## config.mk

```make
export PLATFORM = sky130hd
export DESIGN_NAME = io_led_switch_responder
export DESIGN_NICKNAME = d
export VERILOG_FILES = /design/src/rtl/io_map_pkg.sv /design/src/rtl/switch_debounce_bit.sv /design/src/rtl/io_led_switch_responder.sv
export SDC_FILE = /design/constraint.sdc
export NUM_CORES = 1
export LEC_CHECK = 0
export CAP_MARGIN = 20
export CORE_MARGIN = 2
export CORE_UTILIZATION = 55
export DETAILED_ROUTE_END_ITERATION = 12
export PLACE_DENSITY = 0.76
export SYNTH_ARGS = -nofsm -noshare
export SYNTH_HDL_FRONTEND = slang
export SYNTH_HIERARCHICAL = 1
export SYNTH_SLANG_ARGS = --single-unit
export TNS_END_PERCENT = 100
```

## constraint.sdc

```tcl
create_clock -name clk -period 2.4 [get_ports clk]
set_input_delay 0.24 -clock clk [delete_from_list [all_inputs] [get_ports clk]]
set_output_delay 0.24 -clock clk [all_outputs]
set_load 0.1 [all_outputs]
```

## src/rtl/io_map_pkg.sv

```systemverilog
// Shared IO address map, data width and debounce defaults for the LED/switch responder.
package io_map_pkg;

   localparam logic [31:0] IO_LED_ADDR      = 32'hFFFF_FC60;
   localparam logic [31:0] IO_SW_ADDR       = 32'hFFFF_FC62;
   localparam int unsigned IO_DATA_W        = 16;
   localparam int unsigned DEF_TICK_DIV     = 50000;
   localparam int unsigned DEF_STABLE_TICKS = 20;

   typedef enum logic [1:0] {
      RD_NONE,
      RD_LED,
      RD_SW
   } rd_src_e;

   // Both chip selects at once is an illegal decode and selects nothing.
   function automatic rd_src_e f_rd_src(input logic rd, input logic led_cs, input logic sw_cs);
      if (!rd || (led_cs && sw_cs)) return RD_NONE;
      if (sw_cs)                    return RD_SW;
      if (led_cs)                   return RD_LED;
      return RD_NONE;
   endfunction

endpackage

```

## src/rtl/switch_debounce_bit.sv

```systemverilog
// One switch bit: two-flop synchroniser, saturating stability counter and debounced flop.
module switch_debounce_bit
   import io_map_pkg::*;
#(
   parameter int unsigned STABLE_TICKS = DEF_STABLE_TICKS
) (
   input  logic clk,
   input  logic rst_n,
   input  logic tick,
   input  logic raw,
   output logic db,
   output logic changed
);

   localparam int unsigned          CNT_W    = $clog2(STABLE_TICKS + 1);
   localparam logic [CNT_W-1:0]     CNT_LAST = CNT_W'(STABLE_TICKS - 1);

   logic             r_s1;
   logic             r_s2;
   logic             r_db;
   logic [CNT_W-1:0] r_cnt;
   logic             w_differ;
   logic             w_update;

   assign w_differ = r_s2 ^ r_db;
   assign w_update = tick & w_differ & (r_cnt >= CNT_LAST);
   assign db       = r_db;
   assign changed  = w_update;

   always_ff @(posedge clk or negedge rst_n) begin
      if (!rst_n) begin
         r_s1  <= 1'b0;
         r_s2  <= 1'b0;
         r_db  <= 1'b0;
         r_cnt <= '0;
      end else begin
         r_s1 <= raw;
         r_s2 <= r_s1;
         if (tick) begin
            if (!w_differ) begin
               r_cnt <= '0;
            end else if (w_update) begin
               r_db  <= r_s2;
               r_cnt <= '0;
            end else if (r_cnt != '1) begin
               r_cnt <= r_cnt + 1'b1;
            end
         end
      end
   end

endmodule

```

## src/rtl/io_led_switch_responder.sv

```systemverilog
// CPU-side responder for the LED and switch chip selects: LED register, debounced switches, read mux.
module io_led_switch_responder
   import io_map_pkg::*;
#(
   parameter int unsigned TICK_DIV     = DEF_TICK_DIV,
   parameter int unsigned STABLE_TICKS = DEF_STABLE_TICKS,
   parameter int unsigned SW_W         = IO_DATA_W
) (
   input  logic            clk,
   input  logic            rst_n,
   input  logic            ioRead,
   input  logic            ioWrite,
   input  logic            LEDCtrl,
   input  logic            SwitchCtrl,
   input  logic [31:0]     io_wdata,
   output logic [SW_W-1:0] io_rdata,
   input  logic [SW_W-1:0] switch_in,
   output logic [SW_W-1:0] led_out,
   output logic            sw_event
);

   localparam int unsigned      PS_W    = $clog2(TICK_DIV);
   localparam logic [PS_W-1:0]  PS_LAST = PS_W'(TICK_DIV - 1);

   logic [PS_W-1:0] r_ps;
   logic            w_tick;
   logic [SW_W-1:0] r_led;
   logic            r_sw_event;
   logic [SW_W-1:0] w_sw_db;
   logic [SW_W-1:0] w_changed;
   logic            w_led_wr;
   logic            w_unused;

   assign w_tick   = (r_ps == PS_LAST);
   assign w_led_wr = ioWrite && LEDCtrl && !SwitchCtrl;
   assign w_unused = ^io_wdata[31:SW_W];
   assign led_out  = r_led;
   assign sw_event = r_sw_event;

   always_ff @(posedge clk or negedge rst_n) begin
      if (!rst_n) begin
         r_ps       <= '0;
         r_led      <= '0;
         r_sw_event <= 1'b0;
      end else begin
         r_ps       <= w_tick ? '0 : r_ps + 1'b1;
         r_sw_event <= |w_changed;
         if (w_led_wr) r_led <= io_wdata[SW_W-1:0];
      end
   end

   for (genvar g = 0; g < SW_W; g++) begin : g_db
      switch_debounce_bit #(
         .STABLE_TICKS(STABLE_TICKS)
      ) u_bit (
         .clk    (clk),
         .rst_n  (rst_n),
         .tick   (w_tick),
         .raw    (switch_in[g]),
         .db     (w_sw_db[g]),
         .changed(w_changed[g])
      );
   end

   // Read straight from the registers so a same-cycle LED write returns the old value.
   always_comb begin
      io_rdata = '0;
      unique case (f_rd_src(ioRead, LEDCtrl, SwitchCtrl))
         RD_SW:   io_rdata = w_sw_db;
         RD_LED:  io_rdata = r_led;
         default: io_rdata = '0;
      endcase
   end

endmodule
```

==> results of run 1 <==
registers in the layout (all words and copies together), names as in the netlist:
signal / count
g_db.u_bit/db: 16
r_ps: 16
g_db.u_bit/r_cnt: 80
g_db.u_bit/r_s1: 16
g_db.u_bit/r_s2: 16
led_out: 16
sw_event: 1
timing repair:
item                                    4_1_cts  5_1_grt
pin swaps                                     0        1
endpoints found under the setup margin        1       44
endpoints found under the hold margin        50        0
gates resized for setup                       1        2
hold buffers                                  1        0
cloned                                        0        1
worst max-delay path: stages (launching register included):
cell and delay (ps):
dfrtp_1 450, nor4b_2 440, and4_4 520, buf_4 260
nand2b_1 110, nor4_4 230, a22o_1 190
per-stage QoR:
step           total power [µW]  cells
3_5_place_dp               3710    995
2_1_floorplan              3430    697
6_report                   6700   1029
4_1_cts                    6770   1028
5_1_grt                    6930   1029
3_3_place_gp               3700    995
layout make-up:
type,instances,area [µm²],share of cell area
clock buffer,18,439,0.0397
clock inverter,14,228,0.0206
inverter,20,75.1,0.00678
multi-input combinational,509,4980,0.449
sequential,161,4030,0.364
tap,216,270,0.0244
timing repair buffer,91,1050,0.0953
final timing paths:
kind | to | slack, ps | depth (start not counted) | startpoint
worst max-delay path | g_db[6].u_bit/r_cnt[1] | 120 | 6 | r_ps[10]
worst min-delay path | g_db[6].u_bit/r_s1 | 250 | 1 | switch_in[6]
worst max register to register | g_db[6].u_bit/r_cnt[1] | 120 | 6 | r_ps[10]
worst min register to register | g_db[7].u_bit/r_s2 | 350 | 0 | g_db[7].u_bit/r_s1
max in group asynchronous | r_ps[10] | 1380 | 3 | rst_n
min in group asynchronous | g_db[15].u_bit/r_cnt[1] | 340 | 2 | rst_n
power breakdown:
group | leakage [µW] | total (µW) | switching [µW] | internal (µW)
sequential | 0.00213 | 2860 | 65.8 | 2790
clock | 0.000316 | 3040 | 1150 | 1890
combinational | 0.00253 | 801 | 586 | 214
metal layers:
layer / vias to the layer above / GRT usage / wire length [µm]
met1: 3211 / 0.280 / 8290
met2: 95 / 0.394 / 10000
met3: 20 / 0.0538 / 652
li1: 2991 / - / -
met5: - / 0 / 0
met4: 0 / 0.0675 / 291
logic make-up after synthesis:
kind of cell,after synthesis
simple gates,234
compound gates,162
flops,161
mux,49
fa+ha+maj,35
xor+xnor,28
buf+inv,28
layout by cell type (no fill, tap or decap), drive strengths merged:
cell type,count
bufinv,5
o31a,16
o21ai,1
nor2,40
a21oi,1
nand4,6
nor2b,34
xnor2,24
and2,1
dfrtp,161
dlygate4sd3,1
or3,1
clkdlybuf4s50,36
o41ai,48
mux2,49
clkinv,2
a22oi,16
buf,54
a32o,16
and4bb,1
xor2,4
clkinvlp,3
ha,35
and4b,16
and3,34
nand3,20
clkbuf,18
and2b,16
a2111o,16
nand2b,16
and4,2
inv,24
nor4b,1
nor3,19
nand2,4
nor4bb,1
a22o,48
nor4,22
nand3b,1
==> impl_metrics.py, run 1 <==
metrics = {
    "yosys": {
        "synth_top_area_frac": 0.445,
        "yosys-mux-area-fraction": 0.0613,
        "syn_area_per_cell_um2": 13.0,
        "yosysMostFrequentCell": "dfrtp_1",
        "synth.distinct_cells": 44,
        "synthCells": 697,
        "synth_compound_area_frac": 0.209,
        "synth_area_um2": 9060,
        "synth_top_area_cell": "dfrtp_1",
        "synth-simple-area-share": 0.184,
        "synth_top_family_by_area": "compound AO/OA/AOI/OAI gates",
        "syn_nets": 786,
        "yosys_warnings": 6,
        "yosysSeqAreaShare": 0.445,
        "synth_adder_area_share": 0.0483,
        "synth-edff-count": 0,
        "yosys_register_bits": 161,
        "ys_async_sr_fraction": 1.00,
        "synthXorXnorAreaFrac": 0.0403,
        "synth_flop_cell": "dfrtp_1",
        "synth.top_cells.by_area": "dfrtp_1, o41ai_4, ha_1, a22o_1, mux2_2",
        "ys_top_cells_by_count": "dfrtp_1, a22o_1, nor2_1, ha_1",
    },
    "clock_tree": {
        "post_cts_buffers": 0,
        "clkLatencyLatePin_ps": 430,
        "cts_buffers": 17,
        "cts_root_buf": "clkbuf_16",
        "cts_max_level": 4,
        "clockBufferDepth": 2,
        "path_clk_slew_ps": 70,
        "cts_sinks": 161,
        "cts_tree": "yes",
    },
    "sta": {
        "finalSetupTns_ps": 0,
        "drv_slew": 0,
        "worst_slew_pin_slew_ps": 540,
        "layout_min_cycle_time_ps": 2280,
        "finalClockSkew_ps": 8.23,
        "period_share": 0.950,
        "fmax_mhz": 439,
        "hold_viol_final": 0,
        "relSlewSlack": 0.640,
        "fin_ws_ps": 121,
        "final-setup-viol-count": 0,
        "timing.hold.ws_ps": 248,
    },
    "detailed_routing": {
        "drtPass1Iterations": 5,
        "wl_um": 19300,
        "viasPerCell": 6.14,
        "wire_per_inst_um": 18.7,
        "postRouteAntennaNets": 0,
        "remaining_drc_errors": 0,
        "drtIter0Drc": 391,
        "vias": 6317,
    },
    "floorplanning": {
        "initial_core_util": 0.566,
        "rows": 46,
        "dieArea_um2": 17500,
        "core_um2": 16000,
        "fp.dieW_um": 132,
        "ios": 87,
        "die_h_um": 132,
    },
    "placed_design": {
        "placed_area_um2": 10400,
        "io_buffers": 70,
        "dp_slack_ps": 26.2,
        "hpwl_um": 13400,
        "place_congestion": 0.880,
    },
    "job": {
        "cap_violations": 0,
    },
    "worst_setup_path": {
        "end_kind": "flop",
        "critPathRequiredTime_ps": 2760,
        "crit_path_start_kind": "flop",
        "crit_arrival_ps": 2640,
        "critical_path_class": "flop to flop",
        "cp_max_fo": 17,
    },
    "run_status": {
        "status": "complete, no violations",
    },
    "global_routing": {
        "grt_pass1_vias": 6575,
        "grt_usage": 0.226,
        "grt_antenna_before_repair": 0,
        "grt_max_degree": 60,
        "grt_pass1_wl_um": 32500,
        "overflow": 0,
    },
    "final_layout": {
        "insertedDiodeCount": 0,
        "fin_util": 0.692,
        "final_nets": 889,
        "fin_area_um2": 11100,
        "layout-drive-gt1-share": 0.250,
        "nFillCells": 1136,
        "syn2layout_area_growth_pct": 22.2,
    },
    "min_path": {
        "hold_path_class": "input pin to flop",
    },
    "pwr": {
        "p_leak_uw": 0.00498,
        "power.density_nw_per_um2": 605,
        "ir_worst_vdd_v": 0.000541,
    },
}
(Power assumes the default switching activity.)
==> run 2, diff against run 1 <==
--- a/config.mk
+++ b/config.mk
@@ -7,9 +7,10 @@
 export LEC_CHECK = 0
 export CAP_MARGIN = 20
 export CORE_MARGIN = 2
-export CORE_UTILIZATION = 55
+export CORE_UTILIZATION = 50
 export DETAILED_ROUTE_END_ITERATION = 12
-export PLACE_DENSITY = 0.76
+export DONT_BUFFER_PORTS = 1
+export PLACE_DENSITY = 0.64
 export SYNTH_ARGS = -nofsm -noshare
 export SYNTH_HDL_FRONTEND = slang
 export SYNTH_HIERARCHICAL = 1
==> impl_metrics.py, run 2 (synthesized netlist as in run 1, its figures left out) <==
metrics = {
    "run_status": {
        "status": "finished with violations",
        "failed_checks": "negative hold slack",
    },
    "detailed_routing": {
        "vias": 6209,
        "drtIter0Drc": 391,
        "wire_per_inst_um": 18.2,
        "viasPerCell": 6.01,
        "wl_um": 18800,
        "postRouteAntennaNets": 0,
        "drtPass1Iterations": 5,
        "remaining_drc_errors": 0,
    },
    "sta": {
        "timing.hold.ws_ps": -494,
        "drv_slew": 0,
        "relSlewSlack": 0.374,
        "period_share": 0.927,
        "final-setup-viol-count": 0,
        "rsz0062_at_grt": "false",
        "finalClockSkew_ps": 8.02,
        "layout_min_cycle_time_ps": 2230,
        "fmax_mhz": 449,
        "worst_slew_pin_slew_ps": 940,
        "hold_viol_final": 161,
    },
    "floorplanning": {
        "die_h_um": 139,
        "dieArea_um2": 19200,
        "fp.dieW_um": 139,
        "rows": 49,
        "core_um2": 17900,
        "ios": 87,
        "initial_core_util": 0.506,
    },
    "placed_design": {
        "io_buffers": 0,
        "place_congestion": 0.832,
        "placedCellCount": 965,
        "hpwl_um": 13000,
    },
    "clock_tree": {
        "clkLatencyLatePin_ps": 430,
        "clockBufferDepth": 2,
        "cts_buffers": 17,
        "holdBufCountCts": 32,
        "cts_max_level": 4,
        "cts_sinks": 161,
        "path_clk_slew_ps": 70,
        "cts_tree": "yes",
        "cts_root_buf": "clkbuf_16",
    },
    "worst_setup_path": {
        "crit_arrival_ps": 2510,
        "crit_slowest_cell": "dfrtp_1",
        "cp_cell_sequence": "ha_1 -> and3_1 -> and4_4 -> buf_4 -> nand3_1 -> nor2_1 -> nor4_2 -> buf_4 -> nand4_1",
        "crit_path_start_kind": "flop",
        "critPathTopFamily": "simple AND/OR/NAND/NOR gates",
        "startpoint": "r_ps[0]",
        "critPathRequiredTime_ps": 2680,
        "end_kind": "flop",
        "r2r-start": "r_ps[0]",
        "crit_top_cell": "buf_4",
        "critPathBufInv": 2,
        "critical_path_class": "flop to flop",
        "cp_max_fo": 9,
        "critPathMaxStageDelay_ps": 410,
    },
    "final_layout": {
        "insertedDiodeCount": 0,
        "multi_input_area_um2": 4970,
        "final_cell_mix": "dfrtp_1, a22o_1, ha_1",
        "nFillCells": 1398,
        "syn2layout_area_growth_pct": 21.1,
        "layoutNonFillerInstCount": 1033,
        "layout_commonest_cell": "dfrtp_1",
        "final_nets": 880,
        "largest_register_ffs": 80,
        "layout-drive-gt1-share": 0.255,
        "top_register": "g_db.u_bit/r_cnt",
        "regArea_um2": 4030,
    },
    "min_path": {
        "hold_path_class": "input pin to async pin",
    },
    "global_routing": {
        "grt_usage": 0.201,
        "grt_max_degree": 162,
        "grt_pass1_vias": 6223,
        "overflow": 0,
        "grt_antenna_before_repair": 0,
        "grt_pass1_wl_um": 31500,
    },
    "pwr": {
        "p_leak_uw": 0.00490,
        "power.density_nw_per_um2": 588,
        "ir_worst_vdd_v": 0.000563,
        "p_total_uw": 6450,
    },
    "job": {
        "cap_violations": 0,
    },
}
## run 2: per-layer routing
| metal | part of all wire | up-vias | global-route usage | wire length, µm |
|---|---|---|---|---|
| met5 | 0 | - | 0 | 0 |
| met4 | 0.0097 | 0 | 0.0595 | 183 |
| met3 | 0.029 | 11 | 0.0428 | 549 |
| met2 | 0.50 | 107 | 0.335 | 9370 |
| met1 | 0.46 | 3120 | 0.266 | 8740 |
| li1 | - | 2971 | - | - |
## run 2: power breakdown
group | internal (µW) | switching, µW
sequential | 2790 | 48.0
combinational | 190 | 553
clock | 1670 | 1190
## run 2: cell type report
type                       instances  area share
sequential                       161       0.367
timing repair buffer              83      0.0903
inverter                          20     0.00684
multi-input combinational        508       0.453
clock inverter                    15      0.0179
clock buffer                      17      0.0388
tap                              229      0.0261
## run 2: path summary, 6_finish.rpt
check,to,slack [ps],cells past startpoint
hold reg to reg,g_db[0].u_bit/r_s2,350,0
min in group clk,led_out[10],300,2
max in group asynchronous,g_db[5].u_bit/r_s1,2700,0
hold / removal,g_db[15].u_bit/r_cnt[4],-490,0
setup reg to reg,sw_event,170,9
setup / recovery,sw_event,170,9
## run 2: through the flow
stage | worst slack, ps | setup TNS [ps] | area [µm²] | util | hold WS [ps]
2_1_floorplan | -398 | -1560 | 9090 | - | -55.6
3_3_place_gp | -21.6 | -21.6 | 9980 | 0.557 | -48.0
3_5_place_dp | 35.1 | 0 | 9980 | 0.557 | -49.7
4_1_cts | 24.8 | 0 | 10900 | 0.610 | -511
5_1_grt | 54.1 | 0 | 11000 | 0.613 | -519
6_report | 175 | 0 | 11000 | 0.613 | -494
## run 2: repair_timing
| item | 4_1_cts | 5_1_grt |
|---|---|---|
| endpoints found under the setup margin | 0 | 6 |
| buffers inserted | 0 | 4 |
| hold endpoints to repair | 193 | 161 |
| gates resized for setup | 0 | 2 |
==> run 3, diff against run 2 <==
--- a/config.mk
+++ b/config.mk
@@ -5,12 +5,12 @@
 export SDC_FILE = /design/constraint.sdc
 export NUM_CORES = 1
 export LEC_CHECK = 0
-export CAP_MARGIN = 20
 export CORE_MARGIN = 2
-export CORE_UTILIZATION = 50
+export CORE_UTILIZATION = 64
 export DETAILED_ROUTE_END_ITERATION = 12
 export DONT_BUFFER_PORTS = 1
-export PLACE_DENSITY = 0.64
+export PLACE_DENSITY = 0.79
+export SLEW_MARGIN = 20
 export SYNTH_ARGS = -nofsm -noshare
 export SYNTH_HDL_FRONTEND = slang
 export SYNTH_HIERARCHICAL = 1
==> impl_metrics.py, run 3 (synthesized netlist as in run 1, its figures left out) <==
metrics = {
    "sta": {
        "final-setup-viol-count": 0,
        "period_share": 0.931,
        "fin_ws_ps": 165,
        "fmax_mhz": 447,
        "rsz0062_at_grt": "false",
        "worst_slew_pin_slew_ps": 921,
        "timing.hold.ws_ps": -506,
        "layout_min_cycle_time_ps": 2240,
        "drv_slew": 0,
        "relSlewSlack": 0.387,
        "finalClockSkew_ps": 10.7,
        "hold_viol_final": 161,
    },
    "final_layout": {
        "layout_commonest_cell": "dfrtp_1",
        "multi_input_area_um2": 5010,
        "layoutNonFillerInstCount": 987,
        "layout-drive-gt1-share": 0.257,
        "insertedDiodeCount": 0,
        "final_nets": 883,
        "nFillCells": 834,
        "largest_register_ffs": 80,
        "regArea_um2": 4030,
        "fin_area_um2": 10800,
        "fin_util": 0.780,
        "syn2layout_area_growth_pct": 19.4,
        "top_register": "g_db.u_bit/r_cnt",
        "final_cell_mix": "dfrtp_1, a22o_1, ha_1",
    },
    "global_routing": {
        "overflow": 0,
        "grt_pass1_vias": 6678,
        "grt_usage": 0.282,
        "grt_antenna_before_repair": 0,
        "grt_max_degree": 162,
        "grt_pass1_wl_um": 33100,
    },
    "pwr": {
        "p_comb_frac": 0.122,
        "ir_worst_vdd_v": 0.000544,
        "pwr-share-seq": 0.463,
        "power_frac_clock": 0.415,
        "internal_power_uw": 4330,
        "p_sw_frac": 0.294,
        "power.density_nw_per_um2": 566,
        "p_leak_uw": 0.00489,
        "p_sw_uw": 1800,
    },
    "placed_design": {
        "hpwl_um": 12900,
        "io_buffers": 0,
        "placedCellCount": 918,
        "place_congestion": 0.857,
        "dp_slack_ps": 16.5,
        "placed_area_um2": 9870,
    },
    "job": {
        "cap_violations": 0,
    },
    "run_status": {
        "status": "finished with violations",
        "failed_checks": "negative hold slack",
    },
    "clock_tree": {
        "cts_tree": "yes",
        "cts_root_buf": "clkbuf_16",
        "clockBufferDepth": 2,
        "cts_buffers": 17,
        "cts_sinks": 161,
        "cts_max_level": 4,
        "clkLatencyLatePin_ps": 440,
        "holdBufCountCts": 32,
        "path_clk_slew_ps": 70,
    },
    "detailed_routing": {
        "wire_per_inst_um": 20.5,
        "wl_um": 20200,
        "drtPass1Iterations": 5,
        "remaining_drc_errors": 0,
        "vias": 6515,
        "drtIter0Drc": 654,
        "viasPerCell": 6.60,
        "postRouteAntennaNets": 0,
    },
    "worst_setup_path": {
        "startpoint": "r_ps[10]",
        "rrSetupSlack_ps": 160,
        "crit_arrival_ps": 2610,
        "reg2reg_to": "g_db[8].u_bit/r_cnt[2]",
        "critPathRequiredTime_ps": 2780,
        "r2r-start": "r_ps[10]",
        "cp_max_fo": 12,
        "crit_path_start_kind": "flop",
        "ff2ff_path_depth": 6,
        "critical_path_class": "flop to flop",
        "end_kind": "flop",
        "crit_end": "g_db[8].u_bit/r_cnt[2]",
    },
    "floorplanning": {
        "rows": 43,
        "dieArea_um2": 15100,
        "initial_core_util": 0.653,
        "ios": 87,
        "fp.dieW_um": 123,
        "core_um2": 13900,
        "die_h_um": 123,
    },
    "min_path": {
        "hold_path_class": "input pin to async pin",
    },
}
[run 3: cell types whose count changed in the layout (fill, tap and decap cells not counted), moves of 3 or more]
cell and delta:
buf_4 +6, buf_12 -5, clkinv_4 +5, inv_6 +4
inv_8 -4, bufinv_16 -3
[run 3: how the worst min path moves through the flow]
stage / slack [ps] / startpoint / end
finish: -510 / rst_n / led_out[1]
global route: -530 / rst_n / led_out[1]
CTS: -520 / rst_n / g_db[9].u_bit/r_cnt[2]
detailed placement: -50 / rst_n / g_db[9].u_bit/r_cnt[2]
global placement: -50 / rst_n / g_db[13].u_bit/r_cnt[2]
floorplan: -60 / rst_n / g_db[0].u_bit/db
[run 3: layout make-up]
type                            instances  share of cell area
Multi-Input combinational cell        510               0.463
Sequential cell                       161               0.372
Timing Repair Buffer                   84              0.0865
Clock buffer                           17              0.0393
Tap cell                              180              0.0208
Clock inverter                         15              0.0116
Inverter                               20             0.00694
[run 3: timing repair]
item / CTS / global route
endpoints found under the setup margin: 6 / 43
pin swaps: 1 / 1
resized for setup: 1 / 3
hold endpoints to repair: 193 / 161
setup buffers: 0 / 3
gates cloned: 1 / 1
[run 3: stage by stage]
step	setup TNS, ps	power, µW
4_1_cts	0	6160
5_1_grt	0	6320
3_5_place_dp	0	3590
3_3_place_gp	0	3580
2_1_floorplan	-1560	3430
6_report	0	6130
[run 3: power by group through the flow]
stage | sequential, µW | clock (µW) | combinational [µW]
2_1_floorplan | 3270 | 0 | 157
3_3_place_gp | 2890 | 0 | 689
3_5_place_dp | 2890 | 0 | 700
4_1_cts | 2840 | 2580 | 744
5_1_grt | 2850 | 2700 | 766
6_report | 2840 | 2540 | 746
[run 3: layer usage]
metal,wire (µm),part of all wire,global-route usage
met3,788,0.039,0.0618
met1,8440,0.42,0.347
met5,0,0,0
met4,426,0.021,0.109
met2,10600,0.52,0.487
[run 3: worst max-delay path, cell delays in order (launching register included)]
cell      delay, ps
dfrtp_1         470
nor4b_4         480
and4_4          430
buf_4           240
nand2b_1        110
nor4_4          240
a22o_1          200
